$ cat config.mk
export PLATFORM = sky130hd
export DESIGN_NAME = vga_sync_gen_flat
export DESIGN_NICKNAME = d
export VERILOG_FILES = /design/src/rtl/vga_pkg.sv /design/src/rtl/vga_sync_gen_if.sv /design/src/rtl/mod_counter.sv /design/src/rtl/vga_sync_gen.sv /design/src/flat_wrapper.sv
export SDC_FILE = /design/constraint.sdc
export NUM_CORES = 1
export LEC_CHECK = 0
export BUFFER_PORTS_ARGS = -buffer_cell sky130_fd_sc_hd__buf_2
export CORE_MARGIN = 2
export CORE_UTILIZATION = 40
export DETAILED_ROUTE_END_ITERATION = 10
export PLACE_DENSITY_LB_ADDON = 0.1
export RECOVER_POWER = 25
export SLEW_MARGIN = 25
export SYNTH_ARGS = -nofsm -noshare
export SYNTH_HDL_FRONTEND = slang
export SYNTH_SLANG_ARGS = --single-unit
$ cat constraint.sdc
create_clock -name Master_Clock_In -period 1.83 [get_ports Master_Clock_In]
set_clock_uncertainty 0.05 [all_clocks]
set_input_delay 0.183 -clock Master_Clock_In [delete_from_list [all_inputs] [get_ports Master_Clock_In]]
set_output_delay 0.183 -clock Master_Clock_In [all_outputs]
set_load 0.005 [all_outputs]
$ cat src/rtl/vga_pkg.sv
// Shared VGA 640x480@60 timing constants, sync polarity and the registered output payload.
package vga_pkg;

  localparam int unsigned COORD_W = 10;

  localparam int unsigned VGA_H_VISIBLE = 640;
  localparam int unsigned VGA_H_FRONT   = 16;
  localparam int unsigned VGA_H_SYNC    = 96;
  localparam int unsigned VGA_H_BACK    = 48;
  localparam int unsigned VGA_H_TOTAL   = VGA_H_VISIBLE + VGA_H_FRONT + VGA_H_SYNC + VGA_H_BACK;

  localparam int unsigned VGA_V_VISIBLE = 480;
  localparam int unsigned VGA_V_FRONT   = 10;
  localparam int unsigned VGA_V_SYNC    = 2;
  localparam int unsigned VGA_V_BACK    = 33;
  localparam int unsigned VGA_V_TOTAL   = VGA_V_VISIBLE + VGA_V_FRONT + VGA_V_SYNC + VGA_V_BACK;

  localparam int unsigned VGA_PRESCALE  = 4;

  localparam logic SYNC_ACTIVE = 1'b0;

  typedef logic [COORD_W-1:0] coord_t;

  typedef struct packed {
    logic   pixel_strobe;
    logic   frame_start;
    logic   hsync;
    logic   vsync;
    logic   video_on;
    coord_t pixel_x;
    coord_t pixel_y;
  } vga_out_t;

  // Half-open window test: lo <= v < hi
  function automatic logic in_window(input coord_t v, input coord_t lo, input coord_t hi);
    return (v >= lo) && (v < hi);
  endfunction

endpackage

$ cat src/rtl/vga_sync_gen_if.sv
// Timing bundle from the sync generator to the pixel/colour logic.
interface vga_sync_gen_if;
  import vga_pkg::*;

  logic   Pixel_Strobe;
  logic   Frame_Start;
  logic   HSync;
  logic   VSync;
  logic   Video_On;
  coord_t Pixel_X;
  coord_t Pixel_Y;

  modport master (
    output Pixel_Strobe, Frame_Start, HSync, VSync, Video_On, Pixel_X, Pixel_Y
  );

  modport slave (
    input  Pixel_Strobe, Frame_Start, HSync, VSync, Video_On, Pixel_X, Pixel_Y
  );

endinterface

$ cat src/rtl/mod_counter.sv
// Modulo-N counter with enable; carry_c flags the enabled cycle that wraps to zero.
module mod_counter #(
  parameter int unsigned MODULUS = 800,
  parameter int unsigned WIDTH   = 10
) (
  input  logic             clk,
  input  logic             rst,
  input  logic             en,
  output logic [WIDTH-1:0] count,
  output logic             carry_c
);

  localparam logic [WIDTH-1:0] LAST = WIDTH'(MODULUS - 1);

  assign carry_c = en && (count == LAST);

  always_ff @(posedge clk) begin
    if (rst) begin
      count <= '0;
    end else if (en) begin
      count <= carry_c ? '0 : count + WIDTH'(1);
    end
  end

endmodule

$ cat src/rtl/vga_sync_gen.sv
// 640x480@60 VGA timing in the master clock domain using a 1-in-PRESCALE pixel strobe.
module vga_sync_gen
  import vga_pkg::*;
#(
  parameter int unsigned H_VISIBLE = VGA_H_VISIBLE,
  parameter int unsigned H_FRONT   = VGA_H_FRONT,
  parameter int unsigned H_SYNC    = VGA_H_SYNC,
  parameter int unsigned H_BACK    = VGA_H_BACK,
  parameter int unsigned V_VISIBLE = VGA_V_VISIBLE,
  parameter int unsigned V_FRONT   = VGA_V_FRONT,
  parameter int unsigned V_SYNC    = VGA_V_SYNC,
  parameter int unsigned V_BACK    = VGA_V_BACK,
  parameter int unsigned PRESCALE  = VGA_PRESCALE
) (
  input  logic           Master_Clock_In,
  input  logic           Reset,
  vga_sync_gen_if.master vga
);

  localparam int unsigned H_TOTAL = H_VISIBLE + H_FRONT + H_SYNC + H_BACK;
  localparam int unsigned V_TOTAL = V_VISIBLE + V_FRONT + V_SYNC + V_BACK;
  localparam int unsigned PRE_W   = (PRESCALE > 1) ? $clog2(PRESCALE) : 1;

  localparam logic [PRE_W-1:0] PRE_LAST = PRE_W'(PRESCALE - 1);
  localparam coord_t H_VIS_END  = COORD_W'(H_VISIBLE);
  localparam coord_t H_SYNC_LO  = COORD_W'(H_VISIBLE + H_FRONT);
  localparam coord_t H_SYNC_HI  = COORD_W'(H_VISIBLE + H_FRONT + H_SYNC);
  localparam coord_t V_VIS_END  = COORD_W'(V_VISIBLE);
  localparam coord_t V_SYNC_LO  = COORD_W'(V_VISIBLE + V_FRONT);
  localparam coord_t V_SYNC_HI  = COORD_W'(V_VISIBLE + V_FRONT + V_SYNC);

  localparam vga_out_t OUT_RESET = '{
    pixel_strobe: 1'b0,
    frame_start:  1'b0,
    hsync:        ~SYNC_ACTIVE,
    vsync:        ~SYNC_ACTIVE,
    video_on:     1'b0,
    pixel_x:      '0,
    pixel_y:      '0
  };

  logic [PRE_W-1:0] prescale;
  logic             strobe_c;
  coord_t           h_count;
  coord_t           v_count;
  logic             h_carry;
  logic             v_wrap_unused;
  vga_out_t         out_nxt;
  vga_out_t         out_q;

  assign strobe_c = (prescale == PRE_LAST);

  always_ff @(posedge Master_Clock_In) begin
    if (Reset) begin
      prescale <= '0;
    end else begin
      prescale <= strobe_c ? '0 : prescale + PRE_W'(1);
    end
  end

  mod_counter #(.MODULUS(H_TOTAL), .WIDTH(COORD_W)) u_h_count (
    .clk     (Master_Clock_In),
    .rst     (Reset),
    .en      (strobe_c),
    .count   (h_count),
    .carry_c (h_carry)
  );

  mod_counter #(.MODULUS(V_TOTAL), .WIDTH(COORD_W)) u_v_count (
    .clk     (Master_Clock_In),
    .rst     (Reset),
    .en      (h_carry),
    .count   (v_count),
    .carry_c (v_wrap_unused)
  );

  // Decode from the live counters; everything is registered below so outputs stay aligned
  always_comb begin
    out_nxt              = OUT_RESET;
    out_nxt.pixel_strobe = strobe_c;
    out_nxt.frame_start  = strobe_c && (h_count == '0) && (v_count == '0);
    out_nxt.hsync        = in_window(h_count, H_SYNC_LO, H_SYNC_HI) ? SYNC_ACTIVE : ~SYNC_ACTIVE;
    out_nxt.vsync        = in_window(v_count, V_SYNC_LO, V_SYNC_HI) ? SYNC_ACTIVE : ~SYNC_ACTIVE;
    out_nxt.video_on     = (h_count < H_VIS_END) && (v_count < V_VIS_END);
    out_nxt.pixel_x      = h_count;
    out_nxt.pixel_y      = v_count;
  end

  always_ff @(posedge Master_Clock_In) begin
    if (Reset) begin
      out_q <= OUT_RESET;
    end else begin
      out_q <= out_nxt;
    end
  end

  assign vga.Pixel_Strobe = out_q.pixel_strobe;
  assign vga.Frame_Start  = out_q.frame_start;
  assign vga.HSync        = out_q.hsync;
  assign vga.VSync        = out_q.vsync;
  assign vga.Video_On     = out_q.video_on;
  assign vga.Pixel_X      = out_q.pixel_x;
  assign vga.Pixel_Y      = out_q.pixel_y;

endmodule

$ cat src/flat_wrapper.sv
// flat-port wrapper written by rule: the top's interface ports become plain ports
module vga_sync_gen_flat import vga_pkg::*;
#(
  parameter int unsigned H_VISIBLE = VGA_H_VISIBLE,
  parameter int unsigned H_FRONT   = VGA_H_FRONT,
  parameter int unsigned H_SYNC    = VGA_H_SYNC,
  parameter int unsigned H_BACK    = VGA_H_BACK,
  parameter int unsigned V_VISIBLE = VGA_V_VISIBLE,
  parameter int unsigned V_FRONT   = VGA_V_FRONT,
  parameter int unsigned V_SYNC    = VGA_V_SYNC,
  parameter int unsigned V_BACK    = VGA_V_BACK,
  parameter int unsigned PRESCALE  = VGA_PRESCALE
)
  (Master_Clock_In, Reset, vga_Pixel_Strobe, vga_Frame_Start, vga_HSync, vga_VSync, vga_Video_On, vga_Pixel_X, vga_Pixel_Y);
  vga_sync_gen_if vga_i ();
  input  logic Master_Clock_In;
  input  logic Reset;
  output wire logic [$bits(vga_i.Pixel_Strobe)-1:0] vga_Pixel_Strobe;
  output wire logic [$bits(vga_i.Frame_Start)-1:0] vga_Frame_Start;
  output wire logic [$bits(vga_i.HSync)-1:0] vga_HSync;
  output wire logic [$bits(vga_i.VSync)-1:0] vga_VSync;
  output wire logic [$bits(vga_i.Video_On)-1:0] vga_Video_On;
  output wire logic [$bits(vga_i.Pixel_X)-1:0] vga_Pixel_X;
  output wire logic [$bits(vga_i.Pixel_Y)-1:0] vga_Pixel_Y;
  assign vga_Pixel_Strobe = vga_i.Pixel_Strobe;
  assign vga_Frame_Start = vga_i.Frame_Start;
  assign vga_HSync = vga_i.HSync;
  assign vga_VSync = vga_i.VSync;
  assign vga_Video_On = vga_i.Video_On;
  assign vga_Pixel_X = vga_i.Pixel_X;
  assign vga_Pixel_Y = vga_i.Pixel_Y;
  vga_sync_gen #(.H_VISIBLE(H_VISIBLE), .H_FRONT(H_FRONT), .H_SYNC(H_SYNC), .H_BACK(H_BACK), .V_VISIBLE(V_VISIBLE), .V_FRONT(V_FRONT), .V_SYNC(V_SYNC), .V_BACK(V_BACK), .PRESCALE(PRESCALE)) u_core (.Master_Clock_In(Master_Clock_In), .Reset(Reset), .vga(vga_i));
endmodule
==> flow_metrics.tcl <==
set metrics [dict create \
    crit_type "flop to flop" \
    syn_inst 189 \
    synthArstFlopShare 0 \
    p_leak_uw 0.0008467 \
    path_clk_slew_ns 0.08 \
    power_frac_comb 0.028 \
    drcViolationCount 0 \
    drv_slew 0 \
    rsz0062_at_grt "false" \
    p_per_area_nw_per_um2 816.5 \
    finalSetupViolations 0 \
    gp_congestion 0.8109 \
    grt_pass1_vias 1348 \
    num_vias 1394 \
    grt_max_degree 26 \
    synthSimpleGateAreaFrac 0.2914 \
    synth_edf_count 0 \
    worstMarginPinSlew_ns 1.020 \
    hold_class "flop to flop" \
    cp.arrival_ns 1.87 \
    slew_headroom 0.3200 \
    row_count 24 \
    diodes 0 \
    die_y_um 71.30 \
    clkLatencyLatePin_ns 0.30 \
    synth_xor_xnor_area_share 0.04351 \
    firstDrtPassIters 4 \
    drt_iter0_markers 93 \
    ctsRootBufferMaster "clkbuf_8" \
    place_ws_ns 0.06729 \
    fin_ws_ns 0.1361 \
    power.share.clock 0.374 \
    fmax_mhz 590.3 \
    cap_violations 0 \
    syn_to_final_growth_pct 17.27 \
    final_cell_mix "46 x dfxtp_1, 25 x buf_2, 18 x nor2_1" \
    wl_um 3639 \
    pwr-share-seq 0.599 \
    crit_fanout 5 \
    wl_per_cell_um 13.18 \
    path_cells "ha_1 > and4_4 > nand4_1 > or3_1 > a21oi_1" \
    ys_seq_area_frac 0.5193 \
    syn_nets 196 \
    final_nets 230 \
    post-route-min-period_ns 1.694 \
    grt-ovfl-total 0 \
    synth_cell_type_count 34 \
    cts_num_sinks 47 \
    clockBufferDepth 2 \
    die_w_um 71.30 \
    grt_pass1_wl_um 6306 \
    p_int_uw 1360 \
    startpoint_type "flop" \
    antenna_left 0 \
    synthMuxAreaShare 0 \
    finalCritPeriodShare 0.9256 \
    num_io_pins 27 \
    synth_fa_ha_area_frac 0.03453 \
    core_area_um2 4354 \
    synth_top_family_by_area "simple AND/OR/NAND/NOR gates" \
    dp_hpwl_um 2577 \
    cp_slowest_cell "or3_1" \
    cp_data_required_time_ns 2.00 \
    switching_share 0.2159 \
    cts_tree "done" \
    antenna_found_initial 0 \
    outcome "finished, final reports clean" \
    hold_viol_final 0 \
    mostFrequentLayoutCell "dfxtp_1" \
    viasPerCell 5.051 \
    synthFlopType "dfxtp_1" \
    synth_compound_area_frac 0.06630 \
    p_sw_uw 374.4 \
    critPathCaptureType "flop" \
    dieArea_um2 5084 \
    yosysWarningCount 0 \
    cts_made_buffers 5 \
    netlist_area_um2 1812 \
    setup_tns_ns 0 \
    io_buffer_count 26 \
    start_util 0.4161 \
    hold_buffers 0 \
    layout-drive-gt1-share 0.2054 \
    cts_htree_levels 2 \
    slowest_delay_ns 0.42 \
    gr-usage-all-layers 0.1577 \
    synth.avg_cell_area_um2 9.586 \
    ys_ff_latch 47 \
    peakVddDrop_mv 0.3156 \
]
layer usage:
layer | GRT usage | vias up | wire length, µm | part of all wire
met5 | 0 | - | 0 | 0
met4 | 0.07128 | 0 | 61 | 0.017
met3 | 0.03657 | 5 | 174 | 0.048
met2 | 0.2459 | 31 | 1616 | 0.44
met1 | 0.2087 | 643 | 1787 | 0.49
li1 | - | 715 | - | -
cell type report:
class                           count  area (µm²)
Clock buffer                        7       86.33
Clock inverter                      1       8.758
Fill cell                         430        2230
Inverter                            6       22.52
Multi-Input combinational cell    126       792.0
Sequential cell                    47       942.2
Tap cell                           52       65.06
Timing Repair Buffer               37       207.7
cell usage after synthesis (all sizes together) (5+ instances only):
library cell	n	share of area
dfxtp	47	0.52
nor2	18	0.037
nor2b	16	0.055
nand2	11	0.023
a21oi	10	0.028
nand3	7	0.019
nand4	7	0.032
nor3	7	0.026
o21ai	7	0.019
or3	7	0.024
inv	6	0.012
buf	5	0.022
clkbuf	5	0.010
ha	5	0.035
xnor2	5	0.024
kinds of logic (layout without fill, tap and decap cells):
logic type / count (synthesis) / count (layout)
flops: 47 / 47
xor+xnor: 9 / 9
compound gates: 21 / 21
fa+ha+maj: 5 / 5
simple gates: 91 / 91
buf+inv: 16 / 51
sequential cells by signal (all words and copies together), names as in the netlist:
register and cells:
u_core.prescale 2, u_core.u_h_count.count 10, u_core.u_v_count.count 10, u_core.vga.Frame_Start 1
u_core.vga.HSync 1, u_core.vga.Pixel_Strobe 1, u_core.vga.Pixel_X 10, u_core.vga.Pixel_Y 10
u_core.vga.VSync 1, u_core.vga.Video_On 1
final timing paths:
kind / startpoint / endpoint / slack, ns / depth (start not counted)
worst max register to register: u_core.u_h_count.count[0] / u_core.u_v_count.count[3] / 0.14 / 5
worst min-delay path: u_core.prescale[0] / u_core.prescale[0] / 0.38 / 1
worst min register to register: u_core.prescale[0] / u_core.prescale[0] / 0.38 / 1
worst max-delay path: u_core.u_h_count.count[0] / u_core.u_v_count.count[3] / 0.14 / 5
worst max-delay path, delay by kind of cell (launching register included):
| kind | cells | cell delay, ns |
|---|---|---|
| simple gates | 3 | 0.87 |
| compound gates | 1 | 0.17 |
| fa+ha+maj | 1 | 0.17 |
| flops | 1 | 0.36 |
through the flow:
step,util,instance area (µm²),power (µW),cells,hold WS (ns)
floorplan,-,1812,1095,189,0.2382
finish,0.4879,2125,1735,276,0.3774
CTS,0.4882,2126,1757,276,0.2409
global placement,0.4664,2031,1110,268,0.3576
detailed placement,0.4664,2031,1112,268,0.3693
global route,0.4879,2125,1810,276,0.4221
power groups by stage:
stage               Combinational (µW)  Clock, µW  Sequential [µW]
finish                            48.4        648             1040
floorplan                         33.4          0             1060
CTS                               50.3        668             1040
global route                      56.7        713             1040
global placement                  49.0          0             1060
detailed placement                50.0          0             1060
what timing repair did:
item	4_1_cts	5_1_grt
gates resized for setup	0	4
buffers inserted	0	0
hold endpoints to repair	0	0
endpoints found under the setup margin	0	15
Note: power is estimated with default switching activity, not from simulation.
